File: src/rtl/insn_queue_if.sv
// Fetch-to-decode handshake bundle for the instruction queue.
// Master is the fetch/decode side, slave is the queue.
interface insn_queue_if #(
  parameter int ADDR_WIDTH = 32,
  parameter int INSN_WIDTH = 32
);
  logic                  in_valid;
  logic                  in_ready;
  logic [ADDR_WIDTH-1:0] in_pc;
  logic [INSN_WIDTH-1:0] in_insn;
  logic                  out_valid;
  logic                  out_ready;
  logic [ADDR_WIDTH-1:0] out_pc;
  logic [INSN_WIDTH-1:0] out_insn;

  modport master (
    output in_valid, in_pc, in_insn, out_ready,
    input  in_ready, out_valid, out_pc, out_insn
  );

  modport slave (
    input  in_valid, in_pc, in_insn, out_ready,
    output in_ready, out_valid, out_pc, out_insn
  );
endinterface

File: src/rtl/insn_queue.sv
// Fetch-to-decode instruction FIFO; NOP on the output when empty.
// Optional INSN_QUEUE_BYPASS_EN: zero-latency pass-through when empty.
module insn_queue #(
  parameter int ADDR_WIDTH = 32,
  parameter int INSN_WIDTH = 32,
  parameter int DEPTH      = 4
) (
  input  logic                     clk,
  input  logic                     reset_n,
  input  logic                     flush,
  insn_queue_if.slave              q,
  output logic [$clog2(DEPTH):0]   count
);
  localparam int PW = $clog2(DEPTH);
  localparam logic [PW:0] FULL_CNT = (PW+1)'(DEPTH);

  typedef struct packed {
    logic [ADDR_WIDTH-1:0] pc;
    logic [INSN_WIDTH-1:0] insn;
  } entry_t;

  entry_t        mem [DEPTH];
  logic [PW-1:0] rptr;
  logic [PW-1:0] wptr;
  logic [PW:0]   cnt;

  logic full;
  logic empty;
  logic byp;
  logic wr;
  logic rd;

  assign full  = (cnt == FULL_CNT);
  assign empty = (cnt == '0);

`ifdef INSN_QUEUE_BYPASS_EN
  assign byp = empty && q.in_valid && !flush && reset_n;
`else
  assign byp = 1'b0;
`endif

  // A bypassed entry taken by decode in the same cycle is never stored
  assign wr = q.in_valid && !full && !flush && !(byp && q.out_ready);
  assign rd = !empty && q.out_ready && !flush;

  assign q.in_ready  = !full;
  assign q.out_valid = !empty || byp;
  assign count       = cnt;

  always_comb begin
    q.out_pc   = '0;
    q.out_insn = '0;
    unique case (1'b1)
      !empty: begin
        q.out_pc   = mem[rptr].pc;
        q.out_insn = mem[rptr].insn;
      end
      byp: begin
        q.out_pc   = q.in_pc;
        q.out_insn = q.in_insn;
      end
      default: ;
    endcase
  end

  always_ff @(posedge clk) begin
    if (wr) begin
      mem[wptr] <= '{pc: q.in_pc, insn: q.in_insn};
    end
  end

  always_ff @(posedge clk or negedge reset_n) begin
    if (!reset_n) begin
      rptr <= '0;
      wptr <= '0;
      cnt  <= '0;
    end else if (flush) begin
      rptr <= '0;
      wptr <= '0;
      cnt  <= '0;
    end else begin
      if (wr) wptr <= wptr + PW'(1);
      if (rd) rptr <= rptr + PW'(1);
      cnt <= cnt + (PW+1)'(wr) - (PW+1)'(rd);
    end
  end
endmodule

File: src/flat_wrapper.sv
// flat-port wrapper written by rule: the top's interface ports become plain ports
module insn_queue_flat 
#(
  parameter int ADDR_WIDTH = 32,
  parameter int INSN_WIDTH = 32,
  parameter int DEPTH      = 4
)
  (clk, reset_n, flush, count, q_in_valid, q_in_pc, q_in_insn, q_out_ready, q_in_ready, q_out_valid, q_out_pc, q_out_insn);
  insn_queue_if #(.ADDR_WIDTH(ADDR_WIDTH), .INSN_WIDTH(INSN_WIDTH)) q_i ();
  input  logic clk;
  input  logic reset_n;
  input  logic flush;
  output logic [$clog2(DEPTH):0] count;
  input wire logic [$bits(q_i.in_valid)-1:0] q_in_valid;
  input wire logic [$bits(q_i.in_pc)-1:0] q_in_pc;
  input wire logic [$bits(q_i.in_insn)-1:0] q_in_insn;
  input wire logic [$bits(q_i.out_ready)-1:0] q_out_ready;
  output wire logic [$bits(q_i.in_ready)-1:0] q_in_ready;
  output wire logic [$bits(q_i.out_valid)-1:0] q_out_valid;
  output wire logic [$bits(q_i.out_pc)-1:0] q_out_pc;
  output wire logic [$bits(q_i.out_insn)-1:0] q_out_insn;
  assign q_i.in_valid = q_in_valid;
  assign q_i.in_pc = q_in_pc;
  assign q_i.in_insn = q_in_insn;
  assign q_i.out_ready = q_out_ready;
  assign q_in_ready = q_i.in_ready;
  assign q_out_valid = q_i.out_valid;
  assign q_out_pc = q_i.out_pc;
  assign q_out_insn = q_i.out_insn;
  insn_queue #(.ADDR_WIDTH(ADDR_WIDTH), .INSN_WIDTH(INSN_WIDTH), .DEPTH(DEPTH)) u_core (.clk(clk), .reset_n(reset_n), .flush(flush), .q(q_i), .count(count));
endmodule
File: config.mk
export PLATFORM = sky130hd
export DESIGN_NAME = insn_queue_flat
export DESIGN_NICKNAME = d
export VERILOG_FILES = /design/src/rtl/insn_queue_if.sv /design/src/rtl/insn_queue.sv /design/src/flat_wrapper.sv
export SDC_FILE = /design/constraint.sdc
export NUM_CORES = 1
export LEC_CHECK = 0
export CAP_MARGIN = 5
export CORE_ASPECT_RATIO = 0.75
export CORE_MARGIN = 4
export CORE_UTILIZATION = 42
export CTS_BUF_LIST = sky130_fd_sc_hd__clkbuf_4 sky130_fd_sc_hd__clkbuf_8 sky130_fd_sc_hd__clkbuf_16
export CTS_CLUSTER_DIAMETER = 120
export DETAILED_ROUTE_END_ITERATION = 10
export GPL_ROUTABILITY_DRIVEN = 1
export PLACE_DENSITY = 0.66
export RECOVER_POWER = 25
export SYNTH_ARGS = -nofsm -noshare
export SYNTH_HDL_FRONTEND = slang
export SYNTH_SLANG_ARGS = --single-unit
export TNS_END_PERCENT = 100
File: constraint.sdc
create_clock -name clk -period 2.8 [get_ports clk]
set_input_delay 0.56 -clock clk [delete_from_list [all_inputs] [get_ports clk]]
set_output_delay 0.56 -clock clk [all_outputs]
set_load 0.01 [all_outputs]
==> metrics <==
Mapped Cells=454; outcome=completed; fraction of layout cells with a size suffix above 1=0.307; CTS Hold Buffers Added=0; CP required=2.24 ns; Placer Congestion=0.688; dpl cells=888; drt pass-1 iters=4; WP data arrival=2.24 ns; total gr overflow=0; vias in the first global route=5326; Final Power=12.1 mW; Syn Area/Cell=22.3 sq um; worst hold path class=in -> async; initial antenna violation count=4; CTS Buffer Depth=3; Layout Nets=709; Distinct cells, synth=22; Clock Latency Late Sink=0.52 ns; r2r setup slk=0.44 ns; crit-path leading delay family=buffers and inverters; power per cell area=918 nW/um^2; # DRC=0; WS Path Type=reg -> out; Crit Path Max Fanout=8; clock skew after layout=0.0151 ns; Worst Setup SP=u_core.rptr[0]$_DFFE_PN0P_; RSZ-0062 raised after global routing=true; top achievable clock speed=358 MHz; Port Buffers=137; TritonCTS buffer count=27; Fin. Hold Viols=0; antenna viol nets, final=0; register area share after synthesis=0.777; Max Cap Viol=0; Ant. Diodes=0; Die ar.=26700 sq um; Slowest cell on crit path=dfrtp_4; starting density of the core=0.433; clk root buf=clkbuf_16; CP Buf/Inv Count=5; core area=23400 sq um; CP peak stage delay=0.49 ns; die height=142 microns; first-pass GRT wire length=31.6 mm; 1st-iter DRT viols=342; minimum clock period=2.80 ns; largest net degree at the start of global routing=34; R2R Path End=u_core.count[2]$_DFF_PN0_; clock-pin slew on the worst setup and hold paths=0.06 ns; all-layer global routing usage=0.152; drt wl/cell=21.5 microns; Cell Area, Synth=10100 sq um; post-placement cell area=12100 sq um; Synth warnings=0; htree depth=1; Die X=187 microns; DRT Wirelength=20.5 mm; period utilization=0.999; Lkg Pwr=4.46 nW; Area Growth Syn to Fin=30.3%; IO Pins=138; Yosys reg bits=263; CTS tree=done; CP Depth=7; via/cell ratio=5.19; post-layout util=0.565; standard-cell rows=48; worst-margin pin slew=0.503 ns; critical path endpoint=q_out_pc[9]; vias=4936; reg2reg path depth=10; CP Capture Type=output port; Slew Viols, Final=0; Worst R2R Start=u_core.count[0]$_DFF_PN0_; Final Instance Area=13200 sq um; Worst setup SP type=register; Sink Count=263; CP most frequent cell=buf_6; IR drop worst, VDD=578 uV; fillers=1734; # setup viols final=0; CP cell instances=buf_12 > buf_8 > buf_16 > buf_6 > mux4_2 > and2_4 > buf_6; Layout Cells excl Fill=951; Max-slew headroom=0.664; Synthesized Nets=530; Final HPWL DP=12.2 mm
what timing repair did:
action / CTS / global route
cloned: 3 / 0
resized for setup: 174 / 43
pin swaps: 5 / 5
endpoints found under the hold margin: 0 / 0
buffers inserted: 11 / 3
setup endpoints to repair: 65 / 41
logic make-up after synthesis:
| kind of cell | Yosys count | synth area share |
|---|---|---|
| buffers and inverters | 29 | 0.0155 |
| adders and majority gates | 7 | 0.00940 |
| AOI/OAI and AO/OA | 4 | 0.00260 |
| xor gates and xnor gates | 3 | 0.00260 |
| DFF | 263 | 0.777 |
| and+or+nand+nor | 83 | 0.0497 |
| muxes | 65 | 0.143 |
metal layers:
| metal | vias to the layer above | track usage | routed length [microns] |
|---|---|---|---|
| met5 | - | 0 | 47 |
| met4 | 8 | 0.0257 | 301 |
| met3 | 34 | 0.0414 | 1400 |
| met2 | 151 | 0.245 | 9660 |
| met1 | 2549 | 0.215 | 9080 |
| li1 | 2194 | - | - |
cells in the final DEF, fill, tap and decap left out, types with 3 or more instances in the layout:
cell             synthesis  layout
edfxtp_1               256     256
mux4_2                  64      64
and2_1                  69      46
dlygate4sd3_1            0      38
clkdlybuf4s50_1          0      35
clkbuf_16                0      27
and2_4                   0      23
clkdlybuf4s15_1          0      21
buf_12                   0      19
buf_2                    8      18
dlygate4sd2_1            0      13
buf_6                    5      11
clkinv_2                 0       9
inv_1                    7       7
buf_4                    0       7
nor2_1                   6       6
ha_1                     6       6
bufinv_16                0       5
clkinv_1                 0       4
clkbuf_2                 0       4
xor2_1                   3       3
buf_16                   0       3
buf_8                    0       3
dfrtp_1                  7       3
synth_stat cells:
cell type / number / area share
ha_1: 6 / 0.0074
clkbuf_1: 9 / 0.0033
inv_1: 7 / 0.0026
and2_1: 69 / 0.043
fa_1: 1 / 0.0020
mux4_2: 64 / 0.14
edfxtp_1: 256 / 0.76
mux2i_1: 1 / 0.00099
a21oi_1: 1 / 0.00049
xor2_1: 3 / 0.0026
nor2b_1: 1 / 0.00062
o21ai_0: 1 / 0.00049
nor2_1: 6 / 0.0022
nor3b_1: 1 / 0.00074
o31ai_1: 1 / 0.00074
nor3_1: 2 / 0.00099
buf_2: 8 / 0.0040
nand2b_1: 2 / 0.0012
dfrtp_1: 7 / 0.017
or3_1: 2 / 0.0012
o311ai_0: 1 / 0.00087
buf_6: 5 / 0.0056
per-stage QoR:
step	worst slack [ns]	TNS, ns	hold WS [ns]
floorplan	0.423	0	0.264
global placement	0.166	0	0.571
detailed placement	0.0916	0	0.580
CTS	-0.0715	-0.624	0.299
global route	-0.0672	-0.125	0.405
finish	0.00340	0	0.377
state kept, by name (all words and copies together) (netlist names):
| signal | cells |
|---|---|
| u_core.mem | 256 |
| u_core.count | 3 |
| u_core.rptr | 2 |
| u_core.wptr | 2 |
final cells by class:
type                            count  area (sq um)  share of cell area
Clock inverter                     19           218              0.0165
Timing Repair Buffer              172          1850               0.140
Multi-Input combinational cell    162          2160               0.164
Inverter                            7          26.3             0.00199
Sequential cell                   263          7870               0.597
Tap cell                          300           375              0.0285
Clock buffer                       28           683              0.0518
where the power goes:
group,internal [mW],leakage [nW],switching (mW),total [mW]
combinational,2.14,1.60,1.69,3.83
sequential,4.56,2.41,0.0999,4.66
clock,2.22,0.450,1.39,3.61
total,8.92,4.46,3.18,12.1
worst register-to-register path: cells and delay by family (launching register included):
kind	cells	cell delay (ns)
buffers and inverters	2	0.10
AND/OR/NAND/NOR	3	0.38
flip-flops	1	0.46
XOR/XNOR	1	0.16
AO/OA/AOI/OAI	1	0.38
adder cells (fa/ha/maj)	3	0.79
worst min-delay path by stage:
stage	endpoint	start	cells after the start
global placement	u_core.wptr[1]$_DFFE_PN0P_	u_core.wptr[1]$_DFFE_PN0P_	2
floorplan	u_core.count[0]$_DFF_PN0_	reset_n	0
CTS	u_core.wptr[1]$_DFFE_PN0P_	reset_n	1
global route	u_core.wptr[1]$_DFFE_PN0P_	reset_n	1
finish	u_core.wptr[1]$_DFFE_PN0P_	reset_n	1
detailed placement	u_core.wptr[1]$_DFFE_PN0P_	u_core.wptr[1]$_DFFE_PN0P_	2
Power figures use the tool's default switching activity.
